<file path="src/rtl/bkm_slot_bus_engine.sv">
// BKM-class option-slot bus engine: oversampled 8-bit slot bus front end,
// command FSM (ID / VIDEO / PREP / SERIAL / init space / IRQ phase),
// interrupt controller with mask, write-1-to-release and format-change source.
module bkm_slot_bus_engine #(
  parameter logic [7:0]  ID_VALUE    = 8'h88,
  parameter int          NUM_IRQ     = 4,
  parameter int          SYNC_STAGES = 2,
  parameter int          VF_WIDTH    = 3,
  parameter logic [55:0] SERIAL      = 56'h32303030353535,
  parameter int          ID_REPEAT   = 6
) (
  input  logic                clk_50mhz_in,
  input  logic                reset,
  input  logic                bus_clk,
  input  logic                ax_d,
  input  logic                r_wx,
  input  logic                slot_sel_x,
  input  logic [7:0]          data_in_x,
  output logic [7:0]          data_out,
  output logic                data_oe_x,
  output logic                int_x,
  input  logic [NUM_IRQ-1:0]  irq_req,
  input  logic [VF_WIDTH-1:0] video_format,
  output logic                rgb_comp_x,
  output logic                int_ext_x,
  output logic                video_oe_x,
  output logic                hd_sd_x
);

  localparam int CNT_W = $clog2(ID_REPEAT + 1);
  localparam logic [CNT_W-1:0] CNT_MAX = CNT_W'(ID_REPEAT);

  typedef enum logic [3:0] {
    ST_IDLE, ST_GETCMD, ST_ID, ST_VIDEO, ST_PREP, ST_SERIAL,
    ST_INIT_REG, ST_INIT_DATA, ST_IRQ_PH, ST_WAIT
  } state_t;

  // Serial string byte n (byte 0 is the MSB); out-of-range indices map to byte 0.
  function automatic logic [7:0] serial_byte(input logic [2:0] idx);
    int n;
    n = (idx > 3'd6) ? 0 : int'(idx);
    return SERIAL[55 - 8*n -: 8];
  endfunction

  // Synchroniser pipeline: {bus_clk, ax_d, r_wx, true-polarity data}
  logic [SYNC_STAGES-1:0][10:0] sync_q, sync_d;
  logic                         bclk_prev_q, bclk_prev_d;
  logic [10:0]                  tap_s;
  logic                         bclk_s, ax_s, rw_s, edge_s;
  logic [7:0]                   byte_s;

  state_t               state_q, state_d;
  logic                 drive_q, drive_d;
  logic [7:0]           dout_q, dout_d;
  logic [3:0]           slot_q, slot_d;
  logic [7:0]           reg_sel_q, reg_sel_d;
  logic                 irq_drive_q, irq_drive_d;
  logic [7:0]           status_q, status_d;
  logic [7:0]           mask_q, mask_d;
  logic [7:0]           r42_q, r42_d;
  logic [7:0]           r43_q, r43_d;
  logic                 rgb_q, rgb_d;
  logic                 int_ext_q, int_ext_d;
  logic                 video_oe_q, video_oe_d;
  logic [VF_WIDTH-1:0]  fmt_latched_q, fmt_latched_d;
  logic [CNT_W-1:0]     ser_cnt_q, ser_cnt_d;
  logic                 id_read_q, id_read_d;
  logic                 int_x_q, int_x_d;
  logic [7:0]           wr_rel_s;
  logic [7:0]           ev_s;
  logic                 fmt_ev_s;

  assign tap_s  = sync_q[SYNC_STAGES-1];
  assign bclk_s = tap_s[10];
  assign ax_s   = tap_s[9];
  assign rw_s   = tap_s[8];
  assign byte_s = tap_s[7:0];
  assign edge_s = bclk_s & ~bclk_prev_q;

  // Shift raw pins into the synchroniser and remember the last synced strobe.
  always_comb begin
    sync_d      = {sync_q[SYNC_STAGES-2:0], {bus_clk, ax_d, r_wx, ~data_in_x}};
    bclk_prev_d = bclk_s;
  end

  // Bus FSM next state plus interrupt controller next state.
  always_comb begin
    state_d       = state_q;
    drive_d       = drive_q;
    dout_d        = dout_q;
    slot_d        = slot_q;
    reg_sel_d     = reg_sel_q;
    irq_drive_d   = irq_drive_q;
    mask_d        = mask_q;
    r42_d         = r42_q;
    r43_d         = r43_q;
    rgb_d         = rgb_q;
    int_ext_d     = int_ext_q;
    video_oe_d    = video_oe_q;
    ser_cnt_d     = ser_cnt_q;
    id_read_d     = id_read_q;
    wr_rel_s      = 8'h00;

    if (edge_s) begin
      case (state_q)
        ST_IDLE: begin
          if (byte_s == 8'hFF && !ax_s && rw_s) begin
            state_d = ST_GETCMD;
          end else if (byte_s == 8'h10 && !ax_s && !rw_s) begin
            if (!slot_sel_x) begin
              state_d = ST_INIT_REG;
              drive_d = 1'b1;
            end else begin
              state_d = ST_WAIT;
            end
          end else if (byte_s == 8'h02 && !ax_s && !rw_s) begin
            state_d = ST_IRQ_PH;
            drive_d = 1'b1;
          end else begin
            state_d = ST_IDLE;
          end
        end
        ST_GETCMD: begin
          if (byte_s[7:4] == slot_q) begin
            drive_d = 1'b1;
            dout_d  = byte_s;
            case (byte_s[3:0])
              4'd0:    begin state_d = ST_ID; dout_d = dout_q; end
              4'd1:    state_d = ST_VIDEO;
              4'd2:    state_d = ST_PREP;
              4'd3:    state_d = ST_SERIAL;
              default: begin state_d = ST_WAIT; drive_d = 1'b0; dout_d = dout_q; end
            endcase
          end else begin
            state_d = ST_WAIT;
            drive_d = 1'b0;
          end
        end
        ST_ID: begin
          dout_d    = ID_VALUE;
          id_read_d = 1'b1;
          state_d   = ST_WAIT;
        end
        ST_VIDEO: begin
          if (!ax_s) begin
            reg_sel_d = byte_s;
            dout_d    = (byte_s == 8'h31) ? 8'(fmt_latched_q) : byte_s;
          end else begin
            if (!rw_s) begin
              case (reg_sel_q)
                8'h00: rgb_d = (byte_s != 8'h04);
                8'h10: begin
                  int_ext_d  = byte_s[0];
                  video_oe_d = ~byte_s[3];
                end
                default: rgb_d = rgb_q;
              endcase
            end else begin
              rgb_d = rgb_q;
            end
            state_d = ST_WAIT;
          end
        end
        ST_PREP: begin
          if (!ax_s) begin
            dout_d = byte_s;
          end else begin
            dout_d  = rw_s ? dout_q : byte_s;
            state_d = ST_WAIT;
          end
        end
        ST_SERIAL: begin
          if (!ax_s) begin
            if (byte_s == 8'h00) begin
              if (ser_cnt_q < CNT_MAX) begin
                dout_d    = ID_VALUE;
                ser_cnt_d = ser_cnt_q + CNT_W'(1);
              end else begin
                dout_d = serial_byte(3'd0);
              end
            end else if (byte_s <= 8'd6) begin
              dout_d = serial_byte(byte_s[2:0]);
            end else begin
              dout_d = serial_byte(3'd0);
            end
          end else begin
            state_d = ST_WAIT;
          end
        end
        ST_INIT_REG: begin
          reg_sel_d = byte_s;
          case (byte_s)
            8'h40:   dout_d = mask_q;
            8'h41:   dout_d = status_q;
            8'h42:   dout_d = r42_q;
            8'h43:   dout_d = r43_q;
            default: dout_d = 8'hFF;
          endcase
          state_d = ST_INIT_DATA;
        end
        ST_INIT_DATA: begin
          if (!rw_s && !slot_sel_x) begin
            case (reg_sel_q)
              8'h03:   slot_d   = byte_s[3:0];
              8'h40:   mask_d   = byte_s;
              8'h41:   wr_rel_s = byte_s;
              8'h42:   r42_d    = byte_s;
              8'h43:   r43_d    = byte_s;
              default: slot_d   = slot_q;
            endcase
          end else begin
            slot_d = slot_q;
          end
          dout_d  = 8'hFF;
          state_d = ST_WAIT;
        end
        ST_IRQ_PH: begin
          case (byte_s)
            8'h01: begin irq_drive_d = 1'b1; dout_d = status_q; end
            8'h00: begin irq_drive_d = 1'b0; dout_d = 8'hFF; end
            default: begin
              drive_d     = 1'b0;
              irq_drive_d = 1'b0;
              dout_d      = 8'hFF;
              state_d     = ST_IDLE;
            end
          endcase
        end
        ST_WAIT: begin
          if (byte_s == 8'hFF && !ax_s && rw_s) begin
            state_d = ST_IDLE;
            drive_d = 1'b0;
            dout_d  = 8'hFF;
          end else begin
            state_d = ST_WAIT;
          end
        end
        default: begin
          state_d = ST_IDLE;
          drive_d = 1'b0;
        end
      endcase
    end else begin
      state_d = state_q;
    end

    // Format change only after the card has been identified and all is quiet.
    fmt_ev_s      = id_read_q && (video_format != fmt_latched_q) && (status_q == 8'hFF);
    fmt_latched_d = fmt_ev_s ? video_format : fmt_latched_q;
    ev_s          = 8'(irq_req);
    ev_s[7]       = fmt_ev_s;
    // Release first, then events so a coincident event keeps the bit pending.
    status_d      = (status_q | wr_rel_s) & ~ev_s;
    int_x_d       = ~|(~status_q & mask_q);
  end

  // All state flops with synchronous active-high reset.
  always_ff @(posedge clk_50mhz_in) begin
    if (reset) begin
      sync_q        <= '0;
      bclk_prev_q   <= 1'b0;
      state_q       <= ST_IDLE;
      drive_q       <= 1'b0;
      dout_q        <= 8'hFF;
      slot_q        <= 4'h0;
      reg_sel_q     <= 8'h00;
      irq_drive_q   <= 1'b0;
      status_q      <= 8'hFF;
      mask_q        <= 8'hFF;
      r42_q         <= 8'hFD;
      r43_q         <= 8'hFD;
      rgb_q         <= 1'b0;
      int_ext_q     <= 1'b0;
      video_oe_q    <= 1'b0;
      fmt_latched_q <= '0;
      ser_cnt_q     <= '0;
      id_read_q     <= 1'b0;
      int_x_q       <= 1'b1;
    end else begin
      sync_q        <= sync_d;
      bclk_prev_q   <= bclk_prev_d;
      state_q       <= state_d;
      drive_q       <= drive_d;
      dout_q        <= dout_d;
      slot_q        <= slot_d;
      reg_sel_q     <= reg_sel_d;
      irq_drive_q   <= irq_drive_d;
      status_q      <= status_d;
      mask_q        <= mask_d;
      r42_q         <= r42_d;
      r43_q         <= r43_d;
      rgb_q         <= rgb_d;
      int_ext_q     <= int_ext_d;
      video_oe_q    <= video_oe_d;
      fmt_latched_q <= fmt_latched_d;
      ser_cnt_q     <= ser_cnt_d;
      id_read_q     <= id_read_d;
      int_x_q       <= int_x_d;
    end
  end

  // Driver enable follows the raw pins so the bus is released immediately.
  assign data_oe_x  = ~(drive_q & r_wx & ax_d & ~reset);
  assign data_out   = dout_q;
  assign int_x      = int_x_q;
  assign rgb_comp_x = rgb_q;
  assign int_ext_x  = int_ext_q;
  assign video_oe_x = video_oe_q;
  assign hd_sd_x    = ~((fmt_latched_q == VF_WIDTH'(1)) | (fmt_latched_q == VF_WIDTH'(2)));

endmodule

</file>
<file path="config.mk">
export PLATFORM = sky130hd
export DESIGN_NAME = bkm_slot_bus_engine
export DESIGN_NICKNAME = d
export VERILOG_FILES = /design/src/rtl/bkm_slot_bus_engine.sv
export SDC_FILE = /design/constraint.sdc
export NUM_CORES = 1
export LEC_CHECK = 0
export CAP_MARGIN = 0
export CORE_MARGIN = 2
export CORE_UTILIZATION = 35
export DETAILED_ROUTE_END_ITERATION = 10
export GPL_TIMING_DRIVEN = 0
export PLACE_DENSITY_LB_ADDON = 0.05
export SKIP_CTS_REPAIR_TIMING = 1
export SYNTH_ARGS = -nofsm -noshare
export SYNTH_HDL_FRONTEND = slang
export SYNTH_SLANG_ARGS = --single-unit
</file>
<file path="constraint.sdc">
create_clock -name clk_50mhz_in -period 4.9 [get_ports clk_50mhz_in]
set_clock_uncertainty 0.05 [all_clocks]
set_input_delay 0.735 -clock clk_50mhz_in [delete_from_list [all_inputs] [get_ports clk_50mhz_in]]
set_output_delay 0.735 -clock clk_50mhz_in [all_outputs]
set_load 0.03 [all_outputs]
</file>
# After elaboration in Yosys (flattened, before gate mapping)
# Index checks and enable logic that the tools add are counted.
classes:
  addsub: 2
  magnitude_cmp: 3
  eq_ne: 44
  n_shift: 1
  muxes: 40
  bitwise_logic: 19
  reduce_logical: 38
op_table:
  columns: ["op", "count"]
  rows:
  - ["two-way mux 8 bit", 17]
  - ["case mux 8 bit (9 select lines)", 1]
  - ["equality test 8 x 7 -> 1 bit, second input constant", 8]
  - ["variable part select 63 x 7 -> 8 bit, first input constant", 1]
  - ["two-way mux 4 bit", 8]
  - ["case mux 8 bit (4 select lines)", 1]
  - ["case mux 4 bit (7 select lines)", 1]
  - ["NOT 8 bit", 3]
  - ["bitwise AND 8 bit", 2]
  - ["equality test 4 x 2 -> 1 bit, second input constant", 4]
  - ["equality test 4 x 3 -> 1 bit, second input constant", 4]
  - ["equality test 8 x 2 -> 1 bit, second input constant", 2]
  - ["equality test 8 x 5 -> 1 bit, second input constant", 2]
  - ["equality test 8 bit, second input constant", 2]
  - ["logical NOT 8 bit", 2]
  - ["case mux 4 bit (4 select lines)", 1]
  - ["case mux 8 bit (2 select lines)", 1]
  - ["AND reduction 4 bit", 4]
  - ["AND reduction 5 bit", 3]
  - ["inequality test 2 bit, second input constant", 7]
  - ["logical AND 1 bit", 9]
  - ["inequality test 3 bit, second input constant", 3]
  - ["nonzero test 9 bit", 1]
  - ["equality test 4 x 1 -> 1 bit, second input constant", 2]
  - ["33 further kinds", 58]
word_totals:
  regBits: 91
  inputBits: 21
  out_inout_bits: 14
  word_cells: 166

# Depth between registers and ports, before layout
# Gate-level depths: netlist of the first run.
logic_depth:
  depth_word: 8
  ltp_mapped: 11
  depth_no_buf: 9

# Worst setup path after synthesis of the first run
# Ideal clock, no wire load.
synth_path:
  kind: "reg2reg"
  from: "register sync_q, in the netlist tap_s[0]"
  to: "register dout_q[4] (netlist: data_out[4])"
  setup_time_ps: 129
  arrival_time_ps: 2254
  required_ps: 4721
  setup_slack_ps: 2467
  path_stages_with_launch: 12
  path_buffers: 3
  path_cell_list: "dfxtp_1 > buf_4 > clkbuf_1 > clkbuf_1 > and2_1 > ha_1 > and2_1 > a21oi_1 > and4bb_2 > o22ai_1 > a2111oi_1 > o31ai_1"
synth_via:
  elab_chain_cells: 8
synth_rtl:
  columns: ["element", "line", "rtl"]
  rows:
  - ["from (decl)", "46", "logic [SYNC_STAGES-1:0][10:0] sync_q, sync_d;"]
  - ["from (signal assigned)", "280", "sync_q <= sync_d;"]
  - ["> comparator 3 bit", "41", "n = (idx > 3'd6) ? 0 : int'(idx);"]
  - ["two-way mux 3 bit", "41", null]
  - ["subtractor 6 x 6 -> 7 bit", "42", "return SERIAL[55 - 8*n -: 8];"]
  - ["variable part select 63 x 7 -> 8 bit", "42", null]
  - ["two-way mux 8 bit", "181", "end else if (byte_s <= 8'd6) begin"]
  - ["two-way mux 8 bit", "174", "if (byte_s == 8'h00) begin"]
  - ["two-way mux 8 bit", "173", "if (!ax_s) begin"]
  - ["case mux 8 bit (9 select lines)", "105", "case (state_q)"]
  - ["to (signal assigned)", "284", "dout_q <= dout_d;"]
  - ["to (decl)", "54", "logic [7:0] dout_q, dout_d;"]
# Several ways; a longest one is shown, not always the timed one. The select of a mux whose other input is x is not followed.
# A chain may end at the register's enable or synchronous reset.

# Worst setup path after layout of the first run
# Same ends and word-level chain as after synthesis.

==> run summary, run 1 <==
status: finished clean
Clock Tree Root: clkbuf_16
register bit total from synthesis: 91
worst hold path type: reg2reg
via-per-instance ratio: 5.386
sequential power share: 48.9%
placed insts: 735
Finished Layout Cells: 751
PortBufs: 33
# H-tree levels: 3
Core Region: 12720 um^2
slew at the pin closest to its max-slew limit: 0.8265 ns
routability congestion estimate: 0.9340
post-route setup TNS: 0 ns
Final min period: 3.494 ns
kind of end point of the critical path: flop
Synth Instances: 530
global-route wire length before repair: 22.98 mm
synth top area cells: dfxtp_1 (40%), mux2i_1 (5.7%), nor2_1 (5.0%), nand2_1 (4.8%), nor2b_1 (2.9%)
CP Max Fanout: 10
# DRC: 0
Die H: 118.6 um
Setup CP Type: reg2reg
Yosys top cell by area: dfxtp_1
area share of the largest cell type after synthesis: 39.64%
post-synthesis to final-layout area growth: 18.13%
Synth Area per Inst: 8.671 um^2
initial antenna violation count: 0
Net Count, Synth: 553
RSZ-0062 raised after global routing: no
post-detail-place hpwl: 10.74 mm
WL final: 14.56 mm
layout cell share with drive strength beyond 1: 12.26%
VDD IR max: 0.0001998 V
Chip Width: 118.6 um
CTS tree: done
post-synthesis sequential area ratio: 39.64%
Int Pwr: 0.001172 W
Hold WS: 0.3836 ns
Sw Share: 24.84%
Sink Count: 91
MaxCap Viol Count: 0
Max Slew Vio Count: 0
via count: 4045
Post-synth top flop: dfxtp_1
switching power: 0.0003874 W
clock power share: 43.3%
Initial Utilization: 36.12%
Comb pwr share: 7.8%
number of global-route vias before repair: 3860
Rel. slew slack: 44.39%
yosys warns: 0
crit start category: flop
largest net degree at the start of global routing: 16
Commonest cells post-synth: dfxtp_1 (91), nor2_1 (61), nand2_1 (59)
Max clock buf depth: 2
Async SR Flop Fraction: 0%
GR Overflow Total: 0
synthesized cell area: 4596 um^2
IO Pins: 35
post-synth cell types: 72
CTS Buf Count: 9
# diodes: 0
final-report hold violation count: 0
Nets: 597
CP Data Arrival Time: 3.66 ns
fmax: 286.2 MHz
filler instances: 1342
Leak: 2.179 nW
global-route usage over all layers: 21.45%
die area: 14060 um^2
Post-synth EDFFs: 0
count leader, synth: dfxtp_1
Row Count: 41
clock latency at the later pin of the worst-skew pair: 0.35 ns
PwrDens: 287.3 nW/um^2
wire per inst: 19.39 um
final setup fails: 0
Starting DRT DRC Count: 269
Pre-antenna DRT Iters: 5
WP data required: 5.07 ns
post-route ant nets: 0
fin crit share: 71.30%
Total Power: 0.001560 W
Worst-path clk slew: 0.06 ns
-- through the flow --
stage	utilization, %	instance area [um^2]	worst slack [ns]
after CTS	42.67	5429	1.465
after detailed placement	40.41	5141	1.491
final	42.67	5429	1.406
after floorplan	-	4596	2.467
after global routing	42.67	5429	1.240
after global placement	40.41	5141	1.425
-- state kept, by name (all words and copies together), names as in the netlist, 3 cells and up --
name           flops
fmt_latched_q      3
ser_cnt_q          3
mask_q             8
reg_sel_q          8
tap_s             11
r42_q              8
r43_q              8
state_q            4
data_out           8
sync_d            11
status_q           8
slot_q             4
-- metal layers --
layer	vias up	global-route usage [%]	share of wire [%]
met1	1932	30.33	46
met3	11	4.199	5.9
li1	1976	-	-
met5	-	0	0
met4	0	4.539	0.86
met2	126	33.84	47
-- worst max-delay path: stages, from the launching register on --
cell and delay, ns:
dfxtp_1 0.30, buf_4 0.22, clkbuf_1 0.46, clkbuf_1 0.66
and2_1 0.23, ha_1 0.19, and2_1 0.16, a21oi_1 0.07
and4bb_2 0.31, o22ai_1 0.09, a2111oi_1 0.48, o31ai_1 0.13
-- layout by cell type, fill, tap and decap left out, drive strengths merged, types with 5 or more instances in the layout --
cell type      count
o21ai             28
nor3              11
and3               6
nor4               7
nor2b             21
o22ai             10
a31oi              6
clkbuf            25
xnor2              5
mux2i             26
clkdlybuf4s50     33
o211ai            13
nor2              62
xor2               6
dfxtp             91
a22oi              7
a21oi             26
buf               24
nand3             20
nand2             60
nand4              5
nand2b             6
inv               16
-- area by class of cell --
cell class | count | area (um^2) | area share, %
Buffer | 38 | 207.7 | 3.826
Clock buffer | 11 | 252.7 | 4.655
Clock inverter | 5 | 35.03 | 0.6453
Inverter | 15 | 56.30 | 1.037
Multi-Input combinational cell | 386 | 2510 | 46.23
Sequential cell | 91 | 1822 | 33.56
Tap cell | 172 | 215.2 | 3.964
Timing Repair Buffer | 33 | 330.3 | 6.084
-- cells by family (layout without fill, tap and decap cells) --
kind of cell	after synthesis	in the layout	synth area share [%]
muxes	31	31	7.378
and+or+nand+nor	221	221	26.87
adders and majority gates	2	2	0.5444
DFF	91	91	39.64
xor gates and xnor gates	11	11	2.096
AOI/OAI and AO/OA	121	121	17.72
buffers and inverters	53	102	5.745
-- power by group through the flow --
stage	sequential (W)	combinational, W	clock [W]
global route	0.000763	0.000131	0.000724
floorplan	0.000777	0.0000711	0
global placement	0.000779	0.000121	0
CTS	0.000762	0.000121	0.000692
detailed placement	0.000779	0.000121	0
finish	0.000762	0.000122	0.000676
-- final timing paths --
| check | from | end | slack [ns] | depth (start not counted) |
|---|---|---|---|---|
| max reg2reg | tap_s[0]$_SDFF_PP0_ | data_out[4]$_SDFFE_PP1P_ | 1.41 | 11 |
| max | tap_s[0]$_SDFF_PP0_ | data_out[4]$_SDFFE_PP1P_ | 1.41 | 11 |
| min | sync_d[21]$_SDFF_PP0_ | tap_s[10]$_SDFF_PP0_ | 0.38 | 1 |
| min reg2reg | sync_d[21]$_SDFF_PP0_ | tap_s[10]$_SDFF_PP0_ | 0.38 | 1 |
(Power assumes the default switching activity.)
==> run 2: changes to the inputs <==
- clock period: 4.9 -> 3.3 ns (I/O delays scaled with it)
==> run 2 against run 1 <==
  * Critical path depth down 1
  * Register-to-register slack lost 1.0 ns
  * Final area is essentially flat
  * Clock power grew 49%
  * Sequential power up 48%
  * Wire length down 0.58%
  * Largest cell class unchanged
==> run summary, run 2 (synthesized netlist as in run 1, its figures left out) <==
CTS Buf Count: 9 (unchanged)
placed insts: 735 (unchanged)
post-route ant nets: 0 (unchanged)
wire per inst: 19.31 um (-0.44%)
post-route setup TNS: 0 ns (unchanged)
Pre-antenna DRT Iters: 5 (unchanged)
Total Power: 0.002319 W (+49%)
switching power: 0.0005784 W (+49%)
CP delay by family, top: compound AO/OA/AOI/OAI gates
Sink Count: 91 (unchanged)
IO Pins: 35 (unchanged)
Worst R2R Setup Slack: 0.40 ns (-1.00 ns)
number of global-route vias before repair: 3860 (unchanged)
Finished Layout Cells: 750 (-0.13%)
Initial Utilization: 36.12% (unchanged)
leading cell type in the layout, fill and taps excluded: dfxtp_1
sequential power share: 48.8% (about the same)
# H-tree levels: 3 (unchanged)
routability congestion estimate: 0.9340 (unchanged)
global-route usage over all layers: 21.45% (unchanged)
Int Pwr: 0.001741 W (+48%)
RSZ-0062 raised after global routing: no
met2 WL: 6.852 mm (-0.61%)
WL final: 14.48 mm (-0.58%)
layout cell share with drive strength beyond 1: 12.46% (+0.19 points)
PortBufs: 33 (unchanged)
most frequent cells in the layout: dfxtp_1 (91), nor2_1 (61), nand2_1 (59), clkdlybuf4s50_1 (33)
Nets: 596 (-0.17%)
Final min period: 2.899 ns (-0.5950 ns)
kind of end point of the critical path: flop
fmax: 345.0 MHz (+21%)
post-synthesis to final-layout area growth: 18.08% (about the same)
Setup CP Type: reg2reg
global-route wire length before repair: 22.98 mm (unchanged)
CP Max Fanout: 10 (unchanged)
final setup fails: 0 (unchanged)
worst hold path type: reg2reg
Comb pwr share: 7.7% (about the same)
clock latency at the later pin of the worst-skew pair: 0.35 ns (about the same)
final-report hold violation count: 0 (unchanged)
via-per-instance ratio: 5.405 (+0.36%)
Worst-path clk slew: 0.06 ns (about the same)
CP dominant cell by count: a21oi_1
Core Region: 12720 um^2 (unchanged)
Hold WS: 0.3836 ns (-0.00007200 ns)
slew at the pin closest to its max-slew limit: 0.8182 ns (-0.008264 ns)
CP Data Arrival Time: 3.07 ns (-0.59 ns)
# DRC: 0 (unchanged)
Max clock buf depth: 2 (unchanged)
VDD IR max: 0.0002969 V (+49%)
Sw Share: 24.94% (+0.10 points)
MaxCap Viol Count: 0 (unchanged)
Chip Width: 118.6 um (unchanged)
PwrDens: 427.4 nW/um^2 (+49%)
clock power share: 43.5% (+0.2 points)
Leak: 2.181 nW (about the same)
GR Overflow Total: 0 (unchanged)
largest net degree at the start of global routing: 16 (unchanged)
Rel. slew slack: 44.95% (+0.56 points)
die area: 14060 um^2 (unchanged)
status: finished clean
Starting DRT DRC Count: 298 (+11%)
CP max-delay cell: clkbuf_1
worst-path cell chain: buf_6 -> clkbuf_1 -> a21oi_1 -> ha_1 -> nor2_1 -> a21oi_1 -> and4bb_2 -> o22ai_1 -> a2111oi_1 -> o31ai_1
metal3 WL: 818 um (-4.0%)
CP max stage delay: 0.54 ns (-0.12 ns)
# diodes: 0 (unchanged)
Max Slew Vio Count: 0 (unchanged)
DP Area: 5141 um^2 (unchanged)
crit start category: flop
Buffers & Inverters on Critical Path: 2 (-1)
top routing layer in use: met4
initial antenna violation count: 0 (unchanged)
post-detail-place hpwl: 10.74 mm (unchanged)
final instance area: 5426 um^2 (about the same)
wl on met1: 6.678 mm (-0.19%)
WP data required: 3.47 ns (-1.60 ns)
Clock Tree Root: clkbuf_16
via count: 4054 (+0.22%)
Row Count: 41 (unchanged)
CTS tree: done
Die H: 118.6 um (unchanged)
fin crit share: 87.84% (+17 points)
[run 2: cell count changes in the layout (fill, tap and decap cells not counted)]
cell and change:
clkbuf_2 +1, clkbuf_1 -2
[run 2: path summary, 6_finish.rpt]
path                         start                        to  cells after the start
max reg2reg    tap_s[2]$_SDFF_PP0_  data_out[4]$_SDFFE_PP1P_                     10
max            tap_s[2]$_SDFF_PP0_  data_out[4]$_SDFFE_PP1P_                     10
min          sync_d[21]$_SDFF_PP0_      tap_s[10]$_SDFF_PP0_                      1
min reg2reg  sync_d[21]$_SDFF_PP0_      tap_s[10]$_SDFF_PP0_                      1
[run 2: final cells by class]
| type | instances | area [um^2] |
|---|---|---|
| fillers | 1341 | 7296 |
| multi-input cells | 386 | 2510 |
| flip-flops and latches | 91 | 1822 |
| repair buffers | 33 | 330.3 |
| clock buffers | 11 | 252.7 |
| well taps | 172 | 215.2 |
| plain buffers | 37 | 205.2 |
| inverters | 15 | 56.30 |
| clock inverters | 5 | 35.03 |
[run 2: layer usage]
| layer | global-route usage (%) | vias to the layer above |
|---|---|---|
| met2 | 33.84 | 133 |
| met1 | 30.33 | 1935 |
| met5 | 0 | - |
| met4 | 4.539 | 0 |
| met3 | 4.199 | 11 |
| li1 | - | 1975 |
[run 2: per-stage QoR]
stage	util, %	setup WS [ns]
floorplan	-	0.8673
global placement	40.41	-0.1754
detailed placement	40.41	-0.1085
CTS	42.67	-0.1350
global route	42.65	0.1739
finish	42.65	0.4012
[run 2: power groups by stage]
stage / Sequential [W] / Clock [W] / Combinational, W
after floorplan: 0.00115 / 0 / 0.000106
after global placement: 0.00116 / 0 / 0.000180
after detailed placement: 0.00116 / 0 / 0.000180
after CTS: 0.00113 / 0.00103 / 0.000180
after global routing: 0.00113 / 0.00107 / 0.000195
final: 0.00113 / 0.00101 / 0.000179
